===== config.mk =====
export PLATFORM = sky130hd
export DESIGN_NAME = adc_conf_arbiter
export DESIGN_NICKNAME = d
export VERILOG_FILES = /design/src/rtl/adc_conf_arbiter_pkg.sv /design/src/rtl/adc_conf_arbiter.sv
export SDC_FILE = /design/constraint.sdc
export NUM_CORES = 1
export LEC_CHECK = 0
export ABC_CLOCK_PERIOD_IN_PS = 2440
export BUFFER_PORTS_ARGS = -buffer_cell sky130_fd_sc_hd__buf_4
export CAP_MARGIN = 0
export CORE_UTILIZATION = 51
export DETAILED_ROUTE_END_ITERATION = 8
export PLACE_DENSITY_LB_ADDON = 0.15
export SYNTH_ARGS = -nofsm -noshare
export SYNTH_HDL_FRONTEND = slang
export SYNTH_SLANG_ARGS = --single-unit

===== constraint.sdc =====
create_clock -name clk -period 2.44 [get_ports clk]
set_clock_uncertainty 0.1 [all_clocks]
set_input_delay 0.122 -clock clk [delete_from_list [all_inputs] [get_ports clk]]
set_output_delay 0.122 -clock clk [all_outputs]
set_load 0.05 [all_outputs]

===== src/rtl/adc_conf_arbiter_pkg.sv =====
// Shared ADC configuration definitions: engine op-codes, arbiter state
// encoding and the default engine timeout.
package adc_conf_arbiter_pkg;

  localparam logic [2:0] OP_NOP    = 3'b000;
  localparam logic [2:0] OP_RESET  = 3'b001;
  localparam logic [2:0] OP_SYNC   = 3'b010;
  localparam logic [2:0] OP_CAL    = 3'b011;
  localparam logic [2:0] OP_TEST   = 3'b100;
  localparam logic [2:0] OP_RAW_WR = 3'b111;

  localparam logic [15:0] TIMEOUT_DEFAULT = 16'd50000;

  localparam logic [2:0] ST_IDLE    = 3'd0;
  localparam logic [2:0] ST_SYNC_GO = 3'd1;
  localparam logic [2:0] ST_SYNC_WT = 3'd2;
  localparam logic [2:0] ST_SC_GO   = 3'd3;
  localparam logic [2:0] ST_SC_WT   = 3'd4;

  function automatic logic is_sc_state(input logic [2:0] st);
    return (st == ST_SC_GO) || (st == ST_SC_WT);
  endfunction

endpackage


===== src/rtl/adc_conf_arbiter.sv =====
// Arbitrates the ADC serial config engine between the DCM sync sequencer
// (priority) and the slow-control register bank, with an engine timeout.
module adc_conf_arbiter
  import adc_conf_arbiter_pkg::*;
#(
  parameter logic [15:0] TIMEOUT = TIMEOUT_DEFAULT
) (
  input  logic        clk,
  input  logic        rstb,
  input  logic        sync_req,
  input  logic [2:0]  sync_op,
  input  logic        sync_run,
  output logic        sync_done,
  output logic        conf_wt,
  input  logic        sc_req,
  input  logic [7:0]  sc_addr,
  input  logic [15:0] sc_data,
  output logic        sc_ack,
  output logic        eng_start,
  output logic [2:0]  eng_op,
  output logic [7:0]  eng_addr,
  output logic [15:0] eng_data,
  input  logic        eng_done,
  output logic        tmo_err
);

  logic [2:0]  state_q, state_d;
  logic        sync_pend_q, sync_pend_d;
  logic [2:0]  sync_op_q, sync_op_d;
  logic [15:0] cnt_q, cnt_d;
  logic        tmo_err_q, tmo_err_d;
  logic        sync_done_q, sync_done_d;
  logic        sc_ack_q, sc_ack_d;
  logic        conf_wt_q, conf_wt_d;
  logic [2:0]  eng_op_q, eng_op_d;
  logic [7:0]  eng_addr_q, eng_addr_d;
  logic [15:0] eng_data_q, eng_data_d;

  logic in_wt;
  logic expired;
  logic finish;

  assign in_wt   = (state_q == ST_SYNC_WT) || (state_q == ST_SC_WT);
  assign expired = in_wt && (cnt_q == TIMEOUT - 16'd1);
  assign finish  = in_wt && (eng_done || expired);

  always_comb begin
    // NOTE: every target gets a default up front so no path can infer a latch.
    state_d     = state_q;
    cnt_d       = cnt_q;
    tmo_err_d   = tmo_err_q | expired;
    sync_done_d = 1'b0;
    sc_ack_d    = 1'b0;
    eng_op_d    = eng_op_q;
    eng_addr_d  = eng_addr_q;
    eng_data_d  = eng_data_q;
    sync_op_d   = sync_req ? sync_op : sync_op_q;

    case (state_q)
      ST_IDLE: begin
        if (sync_pend_q || sync_req) begin
          state_d    = ST_SYNC_GO;
          eng_op_d   = sync_req ? sync_op : sync_op_q;
          eng_addr_d = 8'h00;
          eng_data_d = 16'h0000;
        end else if (sc_req && !sync_run && !sc_ack_q) begin
          // sc_ack_q guard: the requester may still hold sc_req in the ack cycle
          state_d    = ST_SC_GO;
          eng_op_d   = OP_RAW_WR;
          eng_addr_d = sc_addr;
          eng_data_d = sc_data;
        end
      end
      ST_SYNC_GO: begin
        state_d = ST_SYNC_WT;
        cnt_d   = '0;
      end
      ST_SYNC_WT: begin
        cnt_d = cnt_q + 16'd1;
        if (finish) begin
          state_d     = ST_IDLE;
          sync_done_d = 1'b1;
        end
      end
      ST_SC_GO: begin
        state_d = ST_SC_WT;
        cnt_d   = '0;
      end
      ST_SC_WT: begin
        cnt_d = cnt_q + 16'd1;
        if (finish) begin
          state_d  = ST_IDLE;
          sc_ack_d = 1'b1;
        end
      end
      default: state_d = ST_IDLE;
    endcase

    sync_pend_d = (sync_pend_q || sync_req) && (state_d != ST_SYNC_GO);

    // Port counts as held by slow control in IDLE only when no sync will claim it.
    conf_wt_d = is_sc_state(state_d) ||
                ((state_d == ST_IDLE) && sc_req && !sync_run && !sync_pend_d &&
                 !sc_ack_d && !sc_ack_q);
  end

  // NOTE: all state updates are non-blocking so every register samples pre-edge values.
  always_ff @(posedge clk or negedge rstb) begin
    if (!rstb) begin
      state_q     <= ST_IDLE;
      sync_pend_q <= 1'b0;
      sync_op_q   <= '0;
      cnt_q       <= '0;
      tmo_err_q   <= 1'b0;
      sync_done_q <= 1'b0;
      sc_ack_q    <= 1'b0;
      conf_wt_q   <= 1'b0;
      eng_op_q    <= '0;
      eng_addr_q  <= '0;
      eng_data_q  <= '0;
    end else begin
      state_q     <= state_d;
      sync_pend_q <= sync_pend_d;
      sync_op_q   <= sync_op_d;
      cnt_q       <= cnt_d;
      tmo_err_q   <= tmo_err_d;
      sync_done_q <= sync_done_d;
      sc_ack_q    <= sc_ack_d;
      conf_wt_q   <= conf_wt_d;
      eng_op_q    <= eng_op_d;
      eng_addr_q  <= eng_addr_d;
      eng_data_q  <= eng_data_d;
    end
  end

  assign eng_start = (state_q == ST_SYNC_GO) || (state_q == ST_SC_GO);
  assign eng_op    = eng_op_q;
  assign eng_addr  = eng_addr_q;
  assign eng_data  = eng_data_q;
  assign sync_done = sync_done_q;
  assign sc_ack    = sc_ack_q;
  assign conf_wt   = conf_wt_q;
  assign tmo_err   = tmo_err_q;

endmodule


* Word level (Yosys, flattened, before mapping)
Index checks and enable logic that the tools add are counted. Widths: inputs -> output; s select.
Word-level totals: input port bits 33, register bits after elaboration 54
Operators by class: add/subtract/negate cells 1, mux-type cells 15, bitwise gates (word level) 1, reduce and logical (&&, ||, !) cells 27, equal/unequal tests 8
Operators by type and width (number):
- $mux 16 | 2
- $pmux 16 s2 | 1
- $mux 3 | 6
- $add 16x1->16 const B | 1
- $eq 16x16->1 const B | 1
- $mux 8 | 2
- $pmux 3 s4 | 1
- $logic_and 1x1->1 | 10
- $eq 3x2->1 const B | 3
- $eq 3x3->1 const B | 2
- $logic_not 3->1 | 2
- $logic_or 1x1->1 | 6
- $logic_not 1->1 | 4
- $reduce_bool 2->1 | 2
- $reduce_or 2->1 | 2
- $eq 3x1->1 const B | 1
- $mux 1 | 3
- $ne 3x1->1 const B | 1
- $reduce_and 2->1 | 1
- $or 1x1->1 | 1

* Longest topological paths before layout
Gate-level depths: netlist (run 1).
depth in word-level cells 14, depth in mapped cells 6

* Least setup slack after synthesis (run 1)
No wires, ideal clock.
kind reg-to-reg, start register cnt_q[4], end register state_q[1], period minus slack after synthesis 1846 ps, setup time 121 ps, arrival time 1625 ps, cell stages (with the launch flop) 6, path buffers 1, slack 594 ps, cell sequence dfrtp_1 > buf_2 > or4b_4 > nor4_4 > a31oi_1 > a22o_1
Between the ends: cells in the longest elaborated chain, start to end 6
Ends and longest elaborated chain:
- start, declared | RTL line adc_conf_arbiter.sv:30 | logic [15:0] cnt_q, cnt_d;
- start signal, assigned | RTL line adc_conf_arbiter.sv:125 | cnt_q <= cnt_d;
- $eq 16x16->1 | RTL line adc_conf_arbiter.sv:44 | assign expired = in_wt && (cnt_q == TIMEOUT - 16'd1);
- $logic_and 1x1->1 | RTL line adc_conf_arbiter.sv:44
- $logic_or 1x1->1 | RTL line adc_conf_arbiter.sv:45 | assign finish = in_wt && (eng_done || expired);
- $logic_and 1x1->1 | RTL line adc_conf_arbiter.sv:45
- $mux 3 | RTL line adc_conf_arbiter.sv:80, adc_conf_arbiter.sv:91
- $pmux 3 s4 | RTL line adc_conf_arbiter.sv:59 | case (state_q)
- named net state_d[1] | RTL line adc_conf_arbiter.sv:27 | logic [2:0] state_q, state_d;
- end signal, assigned | RTL line adc_conf_arbiter.sv:122 | state_q <= state_d;
- end, declared | RTL line adc_conf_arbiter.sv:27
The timed path passes the listed nets, and every way through them passes these cells. A chain may end at the register's enable or synchronous reset.

* Worst setup path in the final report (run 1)
start register state_q[2], end register cnt_q[8]
Between the ends: cells in the longest elaborated chain, start to end 3, elaborated cells on any way between the ends 8, classes of those cells eq/ne: 4; mux: 1; reduce/logical: 3
Ends and longest elaborated chain (RTL line):
- $eq 3x2->1 (tied with other cells) | adc_conf_arbiter.sv:59
- $reduce_or 2->1 (no line)
- $pmux 16 s2 or $reduce_bool 2->1 (tied branches)
Parallel ways exist; a longest one is shown, timed or not.

==> results of run 1 <==
[sequential cells by signal (all words and copies together) (netlist names), 3 cells and up]
register	flops
eng_data	16
eng_addr	8
eng_op	3
state_q	3
cnt_q	16
sync_op_q	3
[metrics by stage]
step | total power (µW) | instance area (µm²) | util
floorplan | 2180 | 2310 | -
global placement | 2600 | 2840 | 0.652
detailed placement | 2610 | 2840 | 0.652
CTS | 3190 | 3220 | 0.740
global route | 3340 | 3220 | 0.740
finish | 3190 | 3220 | 0.740
[power groups by stage]
stage          clock network, µW  registers (µW)  logic (µW)
2_1_floorplan                  0            1600         580
3_3_place_gp                   0            1220        1380
3_5_place_dp                   0            1220        1390
4_1_cts                      557            1210        1430
5_1_grt                      592            1240        1510
6_report                     551            1210        1430
[final timing paths]
kind / from / end / slack (ns) / cells past startpoint
max reg2reg: state_q[2]$_DFF_PN0_ / cnt_q[8]$_DFFE_PN0P_ / 0.32 / 5
max: state_q[2]$_DFF_PN0_ / cnt_q[8]$_DFFE_PN0P_ / 0.32 / 5
min reg2reg: cnt_q[15]$_DFFE_PN0P_ / cnt_q[15]$_DFFE_PN0P_ / 0.39 / 1
max in group asynchronous: rstb / cnt_q[8]$_DFFE_PN0P_ / 1.50 / 2
min in group asynchronous: rstb / sync_done$_DFF_PN0_ / 0.31 / 2
min: sync_req / sync_op_q[0]$_DFF_PN0_ / 0.02 / 2
[cell type report]
cell class	count	area [µm²]	area share
Tap cell	52	65.1	0.0202
Clock inverter	1	8.76	0.00272
Multi-Input combinational cell	131	900	0.279
Sequential cell	54	1350	0.419
Clock buffer	7	96.3	0.0299
Timing Repair Buffer	96	791	0.245
Inverter	3	11.3	0.00349
[metal layers]
layer	wire (µm)	up-vias	GRT usage
li1	-	919	-
met1	2460	912	0.333
met2	2640	53	0.384
met3	207	8	0.0363
met4	75	0	0.0930
met5	0	-	0
[synthesized netlist by cell type]
master	number
sky130_fd_sc_hd__dfrtp_1	54
sky130_fd_sc_hd__a22o_1	25
sky130_fd_sc_hd__nand2_1	20
sky130_fd_sc_hd__o21ai_0	11
sky130_fd_sc_hd__nor2_1	10
sky130_fd_sc_hd__nand3_1	9
sky130_fd_sc_hd__mux2i_1	6
sky130_fd_sc_hd__clkbuf_1	5
sky130_fd_sc_hd__a21oi_1	4
sky130_fd_sc_hd__buf_2	4
sky130_fd_sc_hd__nor3_1	4
sky130_fd_sc_hd__inv_1	3
sky130_fd_sc_hd__mux2_2	3
sky130_fd_sc_hd__nand2b_1	3
sky130_fd_sc_hd__nand4_1	3
sky130_fd_sc_hd__o31ai_1	3
sky130_fd_sc_hd__o32a_1	3
sky130_fd_sc_hd__a31oi_1	2
sky130_fd_sc_hd__and2_1	2
sky130_fd_sc_hd__and4_1	2
sky130_fd_sc_hd__nor2_2	2
sky130_fd_sc_hd__nor3_2	2
sky130_fd_sc_hd__o211ai_1	2
sky130_fd_sc_hd__or3_1	2
sky130_fd_sc_hd__a211oi_2	1
sky130_fd_sc_hd__a21o_1	1
sky130_fd_sc_hd__a31o_2	1
sky130_fd_sc_hd__and3_1	1
sky130_fd_sc_hd__and4bb_2	1
sky130_fd_sc_hd__buf_4	1
sky130_fd_sc_hd__ha_1	1
sky130_fd_sc_hd__nand2b_4	1
sky130_fd_sc_hd__nor3b_1	1
sky130_fd_sc_hd__nor4_4	1
sky130_fd_sc_hd__o21a_1	1
sky130_fd_sc_hd__o221ai_1	1
sky130_fd_sc_hd__or3b_1	1
sky130_fd_sc_hd__or4b_4	1
[critical path, stage by stage, from the launching register on]
cell	delay [ns]
sky130_fd_sc_hd__dfrtp_1	0.51
sky130_fd_sc_hd__nand2b_1	0.29
sky130_fd_sc_hd__a211oi_2	0.48
sky130_fd_sc_hd__nand3_1	0.28
sky130_fd_sc_hd__o211ai_1	0.25
sky130_fd_sc_hd__o31ai_1	0.10
[cell families after synthesis]
logic type,share of synthesized area
compound gates,0.182
fa+ha+maj,0.00542
buf+inv,0.0249
flops,0.585
mux,0.0407
simple gates,0.162
==> results, run 1 <==
- Entering global routing, the biggest net connects 55 pins.
- OpenSTA, run right after detailed placement, puts the worst setup slack at about 0.42 ns.
- The synthesized design contains 54 register bits.
- Fill cells in the final layout number 294.
- The switching share of power is 0.429.
- The mean number of vias per cell is between 5 and 6.
- The final-report setup violation count is 0.
- The number of global-route vias before repair came to 1897.
- Synthesis produced a netlist with a net count of 232.
- TritonCTS built the clock tree.
- In this run the worst path has a maximum fanout of 12.
- Max-cap violations in this run came to 0.
- Subtracting the final worst setup slack from the clock period gives between 2 and 2.5 ns.
- The H-tree was split into 2 levels.
- Clock-pin slew was measured on the worst setup and hold paths at 0.10 ns.
- The floorplan step defined a die boundary enclosing approximately 4800 µm².
- The share of Yosys cell area claimed by the top area cell type is 0.585.
- The share of the Yosys chip area taken by registers is 0.585.
- The initial antenna violation count is 0.
- The number of buffers added by the clock tree synthesis step is 5.
- In the finished design, the share of the clock period the worst path needs comes to 0.869.
- The total overflow reported by the global router is 0.
- Across the VDD grid, the largest voltage drop is between 0.4 and 0.5 mV.
- Before antenna repair, the detailed router went through 5 iterations.
- For the worst setup path, the data required time is 2.53 ns.
- The first routing iteration left 151 violations.
- The portion of total power attributed to sequential cells is 0.380.
- The post-layout net count is 325.
- The count of mapped cells out of synthesis is between 150 and 200.
- The cell type contributing the most total cell area after synthesis is sky130_fd_sc_hd__dfrtp_1.
- The number of buffers added to fix hold violations after cts is 28.
- The net switching power is 1370 µW.
- The final weighted congestion of routability-driven global placement is 0.762.
- The type of the worst setup path is reg -> reg.
- The arrival time reported for the critical path endpoint is roughly 2.2 ns.
- The run finished with clean final reports.
- Of the total power, combinational logic draws 0.448.
- The floorplan step set the die height to 69.3 µm.
- The total power divided by cell area is 989 nW/µm².
- After floorplanning, the core was divided into 24 placement rows.
- For this run, the top clock speed supported by timing is between 400 and 500 MHz.
- Averaged over all synthesized cells, the footprint is between 10 and 15 µm².
- Gates resized during post-CTS repair numbered 0.
- The number of antenna diodes is 0.
- The final count of pins violating max slew came to 0.
- Dividing the detail-routed wire length by the instance count gives 15.6 µm.
- After layout, the worst setup slack is 0.319 ns.
- Detailed placement finished with a half-perimeter wire length of between 3000 and 4000 µm.
- STA classifies the critical path startpoint as a register.
- Headroom to the max-slew limit came out at 0.562.
- The count of buffers from port buffering is 64.
- STA classifies the critical path endpoint as a register.
- The die is 69.3 µm wide.
- The leading cell type in the layout, fill and taps excluded is sky130_fd_sc_hd__buf_4.
- In the layout the commonest cells are sky130_fd_sc_hd__buf_4 (68), sky130_fd_sc_hd__dfrtp_1 (54), sky130_fd_sc_hd__dlygate4sd3_1 (28).
- In this run the cell area of the synthesized design comes to 2310 µm².
- The initial core utilization is 0.530.
- The portion of total power attributed to the clock network is 0.173.
- The path class of the lowest-slack min-delay path is in -> reg.
- The global-route total usage across every layer is 0.240.
- The total wirelength of the detailed-routed design is 5380 µm.
- For this run, the number of Yosys warnings is 0.
- The detail route stage leaves a number of antenna-violating nets equal to 0.
- Hold is met by roughly 0.023 ns.
- After detailed routing, the number of remaining DRC violations is 0.
- The clock drives 54 sinks.
- In this run, placement finished with an instance count of 308.
- Setup repair after global routing left no endpoint under its margin.
- After floorplanning, the core was sized to cover 4350 µm².
- At the pin with the least slew margin, the transition time is 0.658 ns.
- Excluding fillers, the count of instances in the completed layout stands at between 300 and 400.
- The clock passes through at most 2 buffers.
- At the later pin of the worst-skew pair, clock insertion delay measures 0.31 ns.
- Across all layers, the routed design uses roughly 1.9k vias.
- The hold violation count in the final report is 0.
- The number of top-level pins is 65.
- In the final layout, the share of cells above drive strength 1 is 0.305.
- The unique cell type count in the Yosys netlist is 38.
- The layout overhead on the synthesized area is 39.6%.
- The cell-internal power is roughly 1800 µW.
- The master cell of the clock root buffer is sky130_fd_sc_hd__clkbuf_8.
- The first global-routing pass estimated 9160 µm of wire.
- Setup total negative slack on the finished layout was measured at 0 ns.
- The number of setup buffers added after CTS is 0.
- The analysis attributes to cell leakage a power of about 0.0016 µW.
- Ranked by total cell area, the synthesized netlist is headed by sky130_fd_sc_hd__dfrtp_1 (59%), sky130_fd_sc_hd__a22o_1 (9.5%), sky130_fd_sc_hd__nand2_1 (3.3%), sky130_fd_sc_hd__mux2i_1 (2.6%), sky130_fd_sc_hd__o21ai_0 (2.4%).
Note: power is estimated with default switching activity, not from simulation.
==> inputs of run 2 (changes only) <==
--- a/config.mk
+++ b/config.mk
@@ -5,10 +5,11 @@
 export SDC_FILE = /design/constraint.sdc
 export NUM_CORES = 1
 export LEC_CHECK = 0
+export ABC_AREA = 1
 export ABC_CLOCK_PERIOD_IN_PS = 2440
 export BUFFER_PORTS_ARGS = -buffer_cell sky130_fd_sc_hd__buf_4
 export CAP_MARGIN = 0
-export CORE_UTILIZATION = 51
+export CORE_UTILIZATION = 52
 export DETAILED_ROUTE_END_ITERATION = 8
 export PLACE_DENSITY_LB_ADDON = 0.15
 export SYNTH_ARGS = -nofsm -noshare
==> run 2 against run 1 <==
- critical path depth up 2
- largest cell class unchanged
- die area up 1.9%
- sequential power about the same
- global-route usage up 0.49 points
- clock-buffer cell count down 1
- first-iteration DRC count down 2.6%
- via count up 9.9%
==> results, run 2 <==
- The run finished with clean final reports.
- The cell area after technology mapping is 2400 µm² (+4.0%).
- The H-tree depth was 2 (unchanged).
- The height of the die is 69.9 µm (+0.95%).
- The number of synthesized flops with an enable pin came to 0 (unchanged).
- The layout overhead on the synthesized area is 39.8%.
- The arrival time reported for the critical path endpoint is 1.90 ns (-0.31 ns).
- The clock period minus final worst setup slack came to 1.80 ns (-0.323 ns).
- The peak supply drop was 0.861 mV (+99%).
- The kind of end point of the critical path is a register.
- The number of global-route vias before repair is 1995 (+5.2%).
- The sequential fraction of the synthesis area is 0.563 (-0.0223).
- The startpoint identified for the worst register-to-register timing path is state_q[1]$_DFF_PN0_.
- The peak fanout along the critical path is 13 (+1).
- In this run the most used layer during global routing was met2.
- The measured slew at the worst slew-check pin is 0.673 ns (+0.0152 ns).
- The hold violation count in the final report is 0 (unchanged).
- The largest net degree at the start of global routing came to 55 (unchanged).
- The clock transition time at the flip-flop clock pins of the worst setup and hold paths is 0.10 ns (about the same).
- The met2 track demand over resource is 0.406 (+0.0219).
- The initial core utilization is 0.547 (+0.0172).
- The final weighted congestion of routability-driven global placement came to 0.850 (+12%).
- The sequential standard cell area is 1350 µm² (unchanged).
- The area share of xor/xnor cells in the synthesized design is 0.0146 (+0.0146).
- The initial antenna violation count is 0 (unchanged).
- The total power divided by cell area was 977 nW/µm² (-1.2%).
- The number of top-level pins was 65 (unchanged).
- Counting stages on the worst path, the most repeated cell is sky130_fd_sc_hd__nand3_1.
- The number of warnings issued by yosys is 0 (unchanged).
- The number of cell instances on the worst register-to-register path is 7 (+2).
- The count of mapped cells out of synthesis is 247 (+25%).
- The multi-input gate area in the final layout was 898 µm² (-0.14%).
- The total overflow reported by the global router is 0 (unchanged).
- The final-report setup violation count came to 0 (unchanged).
- The share of Yosys cell area claimed by the top area cell type is 0.563 (-0.0223).
- The largest total area in the synthesized netlist belongs to sky130_fd_sc_hd__dfrtp_1.
- The post-route antenna net violation count is 0 (unchanged).
- The routed wire length per instance came to 13.9 µm (-11%).
- The delay of the slowest cell on the worst path is 0.41 ns (-0.10 ns).
- The most used flip-flop cell after synthesis is sky130_fd_sc_hd__dfrtp_1.
- The clock latency on the worst-skew pair is 0.30 ns (about the same).
- The worst setup path is launched from a register.
- The unique cell type count in the Yosys netlist came to 30 (-21%).
- The master cell of the clock root buffer is sky130_fd_sc_hd__clkbuf_8.
- The mean number of vias per cell was 5.21 (-5.3%).
- Among all stages on the critical path, the largest delay is contributed by sky130_fd_sc_hd__dfrtp_1.
- The site row count is 24 (unchanged).
- Sorting the synthesized cells by how often they occur yields sky130_fd_sc_hd__dfrtp_1 (54), sky130_fd_sc_hd__nand2_1 (44), sky130_fd_sc_hd__inv_1 (30).
- The share of final-layout standard cells stronger than drive strength 1 is 0.248 (-0.0570).
- The count of buffers from port buffering came to 64 (unchanged).
- In the layout the commonest cells are sky130_fd_sc_hd__buf_4 (66), sky130_fd_sc_hd__dfrtp_1 (54), sky130_fd_sc_hd__nand2_1 (44).
- The post-synthesis mux area share is 0 (-0.0407).
- The post-detailed-route DRC marker count was 0 (unchanged).
- The sum of negative setup slack came to 0 ns (unchanged).
- The data required time of the worst path is 2.54 ns (about the same).
- The met1 usage was 0.336 (+0.00293).
- The post-layout net count is 380 (+17%).
- The worst hold path belongs to the class in -> reg.
- The area of the die is 4890 µm² (+1.9%).
- The x dimension of the die is 69.9 µm (+0.95%).
- The leakage power summed over all cells is 0.00169 µW (+7.4%).
- After synthesis, the largest family of logic cells by area is simple AND/OR/NAND/NOR gates.
- The number of search-and-repair iterations in the first detailed-routing pass is 4 (-1).
- The post-route fraction of the period consumed by the critical path was 0.737 (-0.132).
- The timing-limited maximum frequency came to 556 MHz (+18%).
- The number of buffers added by the clock tree synthesis step is 5 (unchanged).
- In the post-synthesis netlist, the biggest area contributors are sky130_fd_sc_hd__dfrtp_1 (56%), sky130_fd_sc_hd__a22o_1 (9.1%), sky130_fd_sc_hd__nand2_1 (6.9%), sky130_fd_sc_hd__inv_1 (4.7%), sky130_fd_sc_hd__nor2_1 (3.6%).
- The leading cell type in the layout, fill and taps excluded is sky130_fd_sc_hd__buf_4.
- The max-capacitance violation count was 0 (unchanged).
- The final count of pins violating max slew is 0 (unchanged).
- The worst hold path cell count is 3 (+1).
- The DRC violation total after the first TritonRoute iteration is 147 (-2.6%).
- The first-pass GRT wire length is 9450 µm (+3.2%).
- The post-detailed-placement half-perimeter wirelength came to 3560 µm (+8.2%).
- The number of antenna diodes is 0 (unchanged).
- The area share of fa/ha/maj cells after synthesis is 0.00521 (-0.000206).
- The total number of vias is 2079 (+9.9%).
- The layout filler cell count came to 317 (+7.8%).
- The relative slew slack came to 0.551 (-0.0101).
- The simple-gate portion of the synthesized area is 0.203 (+0.0413).
- Setup repair after global routing left no endpoint under its margin.
- The average cell area after synthesis is 9.72 µm² (-17%).
- The total wirelength of the detailed-routed design came to 5540 µm (+2.9%).
- The critical path in this run is classified as reg -> reg.
- The critical path goes through inv_1 -> nand3_1 -> nand2_2 -> nand3_1 -> nand3b_1 -> nand3_1 -> o21bai_1.
- The post-cts repair resize count was 0 (unchanged).
- The number of nets produced by synthesis was 281 (+21%).
- The compound-gate portion of the synthesized area is 0.151 (-0.0304).
- The final standard cell utilization of the core is 0.765 (+0.0249).
- The fraction of synthesis flops using an asynchronous set or reset pin came to 1.00 (unchanged).
- The global-route total usage across every layer is 0.245 (+0.00488).
- The leading cell type by number of instances after synthesis is sky130_fd_sc_hd__dfrtp_1.
- The TritonCTS clock tree is yes.
- The core outline area is 4380 µm² (+0.69%).
- The flip-flop and latch count after synthesis is 54 (unchanged).
- The maximum buffer depth of the clock tree was 2 (unchanged).
- The worst hold path begins at sync_req.
- The count of clock tree sinks is 54 (unchanged).
- The launching element of the worst setup path is state_q[1]$_DFF_PN0_.
- The met3 layer usage reported by global route is 0.0462 (+0.00984).
==> run 2: cell types whose count changed after synthesis, moves of 4 or more <==
| cell | before | now |
|---|---|---|
| sky130_fd_sc_hd__nand2_2 | 0 | 4 |
| sky130_fd_sc_hd__nand2_1 | 20 | 44 |
| sky130_fd_sc_hd__inv_1 | 3 | 30 |
| sky130_fd_sc_hd__xor2_1 | 0 | 4 |
| sky130_fd_sc_hd__mux2i_1 | 6 | 0 |
| sky130_fd_sc_hd__clkbuf_1 | 5 | 0 |
| sky130_fd_sc_hd__nor2_1 | 10 | 23 |
| sky130_fd_sc_hd__nand3_1 | 9 | 17 |
| sky130_fd_sc_hd__o22ai_1 | 0 | 5 |
==> run 2: cell type report <==
| class | instances | area share |
|---|---|---|
| repair buffers | 97 | 0.240 |
| clock inverters | 2 | 0.0116 |
| flip-flops and latches | 54 | 0.403 |
| well taps | 52 | 0.0194 |
| clock buffers | 6 | 0.0246 |
| multi-input cells | 158 | 0.268 |
| inverters | 30 | 0.0336 |
==> run 2: cell families after synthesis <==
| group | after synthesis |
|---|---|
| compound gates | 49 |
| xor+xnor | 4 |
| fa+ha+maj | 1 |
| simple gates | 104 |
| buf+inv | 35 |
| flops | 54 |
==> run 2: through the flow <==
| step | total power, µW | area (µm²) | worst slack [ns] | hold WS (ns) | instances |
|---|---|---|---|---|---|
| 2_1_floorplan | 2190 | 2400 | 0.833 | -0.274 | 247 |
| 3_3_place_gp | 2590 | 2920 | 0.720 | 0.0991 | 360 |
| 3_5_place_dp | 2610 | 2920 | 0.674 | 0.102 | 360 |
| 4_1_cts | 3290 | 3350 | 0.653 | 0.00568 | 399 |
| 5_1_grt | 3430 | 3350 | 0.486 | 0.0300 | 399 |
| 6_report | 3280 | 3350 | 0.642 | 0.0137 | 399 |
==> run 2: path summary, 6_finish.rpt <==
path	slack [ns]	to
max	0.64	conf_wt$_DFF_PN0_
min	0.01	eng_op[0]$_DFFE_PN0P_
max reg2reg	0.64	conf_wt$_DFF_PN0_
min reg2reg	0.38	tmo_err$_DFF_PN0_
max in group asynchronous	1.50	cnt_q[13]$_DFFE_PN0P_
min in group asynchronous	0.29	cnt_q[6]$_DFFE_PN0P_
==> run 2: report_power, final <==
part | leakage, µW | switching (µW) | total, µW | internal, µW
clock network | 0.0000618 | 296 | 634 | 338
registers | 0.000728 | 110 | 1180 | 1070
logic | 0.000899 | 1010 | 1460 | 452
total | 0.00169 | 1420 | 3280 | 1860
==> run 2: timing repair <==
action	CTS	global route
hold endpoints to repair	84	0
buffers inserted	0	0
hold buffers	31	0
==> run 2: critical path, delay by kind of cell, from the launching register on <==
kind            cells  cell delay (ns)
simple gates        5             0.92
buf+inv             1             0.10
compound gates      1             0.16
flops               1             0.41
==> run 2: per-layer routing <==
metal / routed length (µm) / share of wire / up-vias
li1: - / - / 1034
met1: 2520 / 0.45 / 988
met2: 2760 / 0.50 / 52
met3: 214 / 0.039 / 5
met4: 46 / 0.0083 / 0
met5: 0 / 0 / -
==> inputs of run 3 (changes only) <==
--- a/config.mk
+++ b/config.mk
@@ -6,10 +6,10 @@
 export NUM_CORES = 1
 export LEC_CHECK = 0
 export ABC_AREA = 1
-export ABC_CLOCK_PERIOD_IN_PS = 2440
+export ABC_CLOCK_PERIOD_IN_PS = 1500
 export BUFFER_PORTS_ARGS = -buffer_cell sky130_fd_sc_hd__buf_4
 export CAP_MARGIN = 0
-export CORE_UTILIZATION = 52
+export CORE_UTILIZATION = 47
 export DETAILED_ROUTE_END_ITERATION = 8
 export PLACE_DENSITY_LB_ADDON = 0.15
 export SYNTH_ARGS = -nofsm -noshare
==> constraint.sdc (replaced) <==
create_clock -name clk -period 1.5 [get_ports clk]
set_clock_uncertainty 0.1 [all_clocks]
set_input_delay 0.075 -clock clk [delete_from_list [all_inputs] [get_ports clk]]
set_output_delay 0.075 -clock clk [all_outputs]
set_load 0.05 [all_outputs]
==> run 3 against run 2 <==
- largest cell class unchanged
- final area up 11%
- the flow now finishes with violations (setup timing)
- fmax up 17%
- wire length is 19% higher
- die area rose by 10%
==> results, run 3 (same netlist as run 2, synthesis figures left out) <==
- The number of global-route vias before repair is 2117 (+6.1%).
- The post-route fraction of the period consumed by the critical path is 1.03 (+0.288).
- The clock latency on the worst-skew pair is 0.31 ns (about the same).
- The largest net degree at the start of global routing is 32 (-42%).
- The final standard cell utilization of the core is 0.771 (+0.00578).
- The total wirelength of the detailed-routed design is 6600 µm (+19%).
- The peak fanout along the critical path is 4 (-9).
- The area growth from synthesis to layout is 54.7%.
- The measured slew at the worst slew-check pin is 0.356 ns (-0.317 ns).
- The number of buffers added by the clock tree synthesis step is 5 (unchanged).
- The post-placement setup slack was -0.0288 ns (-0.703 ns).
- The x dimension of the die is 73.5 µm (+5.0%).
- The share of final-layout standard cells stronger than drive strength 1 is 0.362 (+0.115).
- The placed instance area is 3130 µm² (+7.2%).
- The final-report setup violation count is 8 (+8).
- The highest-delay cell along the critical path is sky130_fd_sc_hd__dfrtp_1.
- The area of the die is 5400 µm² (+10%).
- The core outline area came to 4820 µm² (+9.9%).
- The total overflow reported by the global router is 0 (unchanged).
- The number of search-and-repair iterations in the first detailed-routing pass is 4 (unchanged).
- The final count of pins violating max slew was 0 (unchanged).
- The summed area of non-filler cells in the final layout is 3710 µm² (+11%).
- The hold violation count in the final report is 0 (unchanged).
- Setup repair after global routing could not meet its margin everywhere.
- The sum of negative setup slack is -0.142 ns (-0.142 ns).
- The first-pass GRT wire length was 9990 µm (+5.7%).
- The count of buffers from port buffering is 64 (unchanged).
- The cell sitting at the root of the clock tree is a sky130_fd_sc_hd__clkbuf_8.
- The final weighted congestion of routability-driven global placement is 0.858 (+0.93%).
- The type of the worst setup path is reg -> reg.
- The initial core utilization is 0.498 (-0.0492).
- The routed wire length per instance was 14.8 µm (+6.9%).
- The worst-case setup margin in the final layout is -0.0377 ns (-0.680 ns).
- The number of antenna diodes is 0 (unchanged).
- The DRC violation total after the first TritonRoute iteration came to 283 (+93%).
- The run finished, with violations left.
- The site row count came to 25 (+4.2%).
- The clock transition time at the flip-flop clock pins of the worst setup and hold paths is 0.10 ns (about the same).
- The max-capacitance violation count is 0 (unchanged).
- The count of clock tree sinks is 54 (unchanged).
- STA classifies the critical path endpoint as a register.
- The final reports fail on setup timing.
- The post-detailed-placement half-perimeter wirelength is 4050 µm (+14%).
- The post-route antenna net violation count is 0 (unchanged).
- The H-tree depth is 2 (unchanged).
- The initial antenna violation count is 0 (unchanged).
- The timing-limited maximum frequency is 650 MHz (+17%).
- The arrival time reported for the critical path endpoint is 1.67 ns (-0.23 ns).
- The total number of vias is 2312 (+11%).
- The overall power of the completed layout is 5880 µW (+79%).
- The delay of the slowest cell on the worst path is 0.41 ns (about the same).
- The maximum buffer depth of the clock tree is 2 (unchanged).
- TritonCTS built the clock tree.
- In the layout the commonest cells are sky130_fd_sc_hd__buf_4 (88), sky130_fd_sc_hd__dfrtp_1 (52), sky130_fd_sc_hd__nand2_1 (41).
- The leakage power summed over all cells is 0.00183 µW (+8.5%).
- Walking the worst path, the cells encountered are inv_2 -> nand3_2 -> nand2_2 -> buf_4 -> nor2_4 -> clkinvlp_2 -> o22ai_1.
- The mean number of vias per cell came to 5.20 (-0.29%).
- The post-layout net count came to 411 (+8.2%).
- The clock period minus final worst setup slack came to 1.54 ns (-0.260 ns).
- The buffering stage count on the worst path with inverters included is 3 (+2).
- The layout filler cell count is 347 (+9.5%).
- The path class of the tightest hold or removal check is in -> async.
- The kind of start point of the critical path is a register.
- The peak supply drop is 1.28 mV (+49%).
- The global-route total usage across every layer is 0.248 (+0.00241).
- The post-detailed-route DRC marker count is 0 (unchanged).
- The relative slew slack was 0.760 (+0.209).
- The total power divided by cell area is 1580 nW/µm² (+62%).
- The number of top-level pins is 65 (unchanged).
- Leaving out fill and tap cells, the most frequent cell in the layout is sky130_fd_sc_hd__buf_4.
- The kind of cell with the highest combined delay along the critical path is buffers and inverters.
- The height of the die is 73.5 µm (+5.0%).
- The data required time of the worst path was 1.64 ns (-0.90 ns).
==> run 3: changes by cell type in the layout (fill, tap and decap cells not counted), sizes merged <==
cell         before  now
buf              66   93
bufinv            1    0
clkinv            0    2
clkinvlp          0    3
dlygate4sd3      31   33
inv              31   29
==> run 3: worst paths after layout <==
check,slack (ns),cells past startpoint,to,start
setup / recovery,-0.04,7,cnt_q[6]$_DFFE_PN0P_,state_q[1]$_DFF_PN0_
hold reg to reg,0.37,2,tmo_err$_DFF_PN0_,tmo_err$_DFF_PN0_
setup reg to reg,-0.04,7,cnt_q[6]$_DFFE_PN0P_,state_q[1]$_DFF_PN0_
max in group asynchronous,0.73,3,eng_data[12]$_DFFE_PN0P_,rstb
hold / removal,0.1,2,cnt_q[9]$_DFFE_PN0P_,rstb
min in group clk,0.17,4,sync_pend_q$_DFF_PN0_,sync_req
==> run 3: cell type report <==
type	instances	area (µm²)	share of cell area
Multi-Input combinational cell	158	962	0.259
Clock inverter	3	21.3	0.00573
Tap cell	67	83.8	0.0226
Inverter	30	116	0.0313
Sequential cell	54	1350	0.365
Timing Repair Buffer	127	1100	0.297
Clock buffer	5	68.8	0.0185
Timing Repair inverter	1	5.00	0.00135
==> run 3: power breakdown <==
group	internal (µW)	switching [µW]	total, µW
Sequential	1740	195	1930
Combinational	1210	1900	3110
Clock	329	498	827
==> run 3: layer usage <==
layer | global-route usage | vias to the layer above | share of wire
met5 | 0 | - | 0
met4 | 0.0577 | 0 | 0.0077
met3 | 0.0453 | 6 | 0.049
met2 | 0.419 | 78 | 0.52
met1 | 0.331 | 1135 | 0.42
li1 | - | 1093 | -
==> run 3: metrics by stage <==
stage / hold WS [ns] / instances
after floorplan: -0.321 / 247
after global placement: -0.101 / 395
after detailed placement: -0.0978 / 395
after CTS: 0.109 / 438
after global routing: 0.137 / 445
final: 0.0985 / 445
==> run 3: what timing repair did <==
| action | 4_1_cts | 5_1_grt |
|---|---|---|
| hold endpoints to repair | 85 | 0 |
| hold buffers | 33 | 0 |
| pin swaps | 2 | 6 |
| resized for setup | 6 | 22 |
| endpoints found under the setup margin | 4 | 44 |
| cloned | 0 | 2 |
| buffers inserted | 2 | 5 |
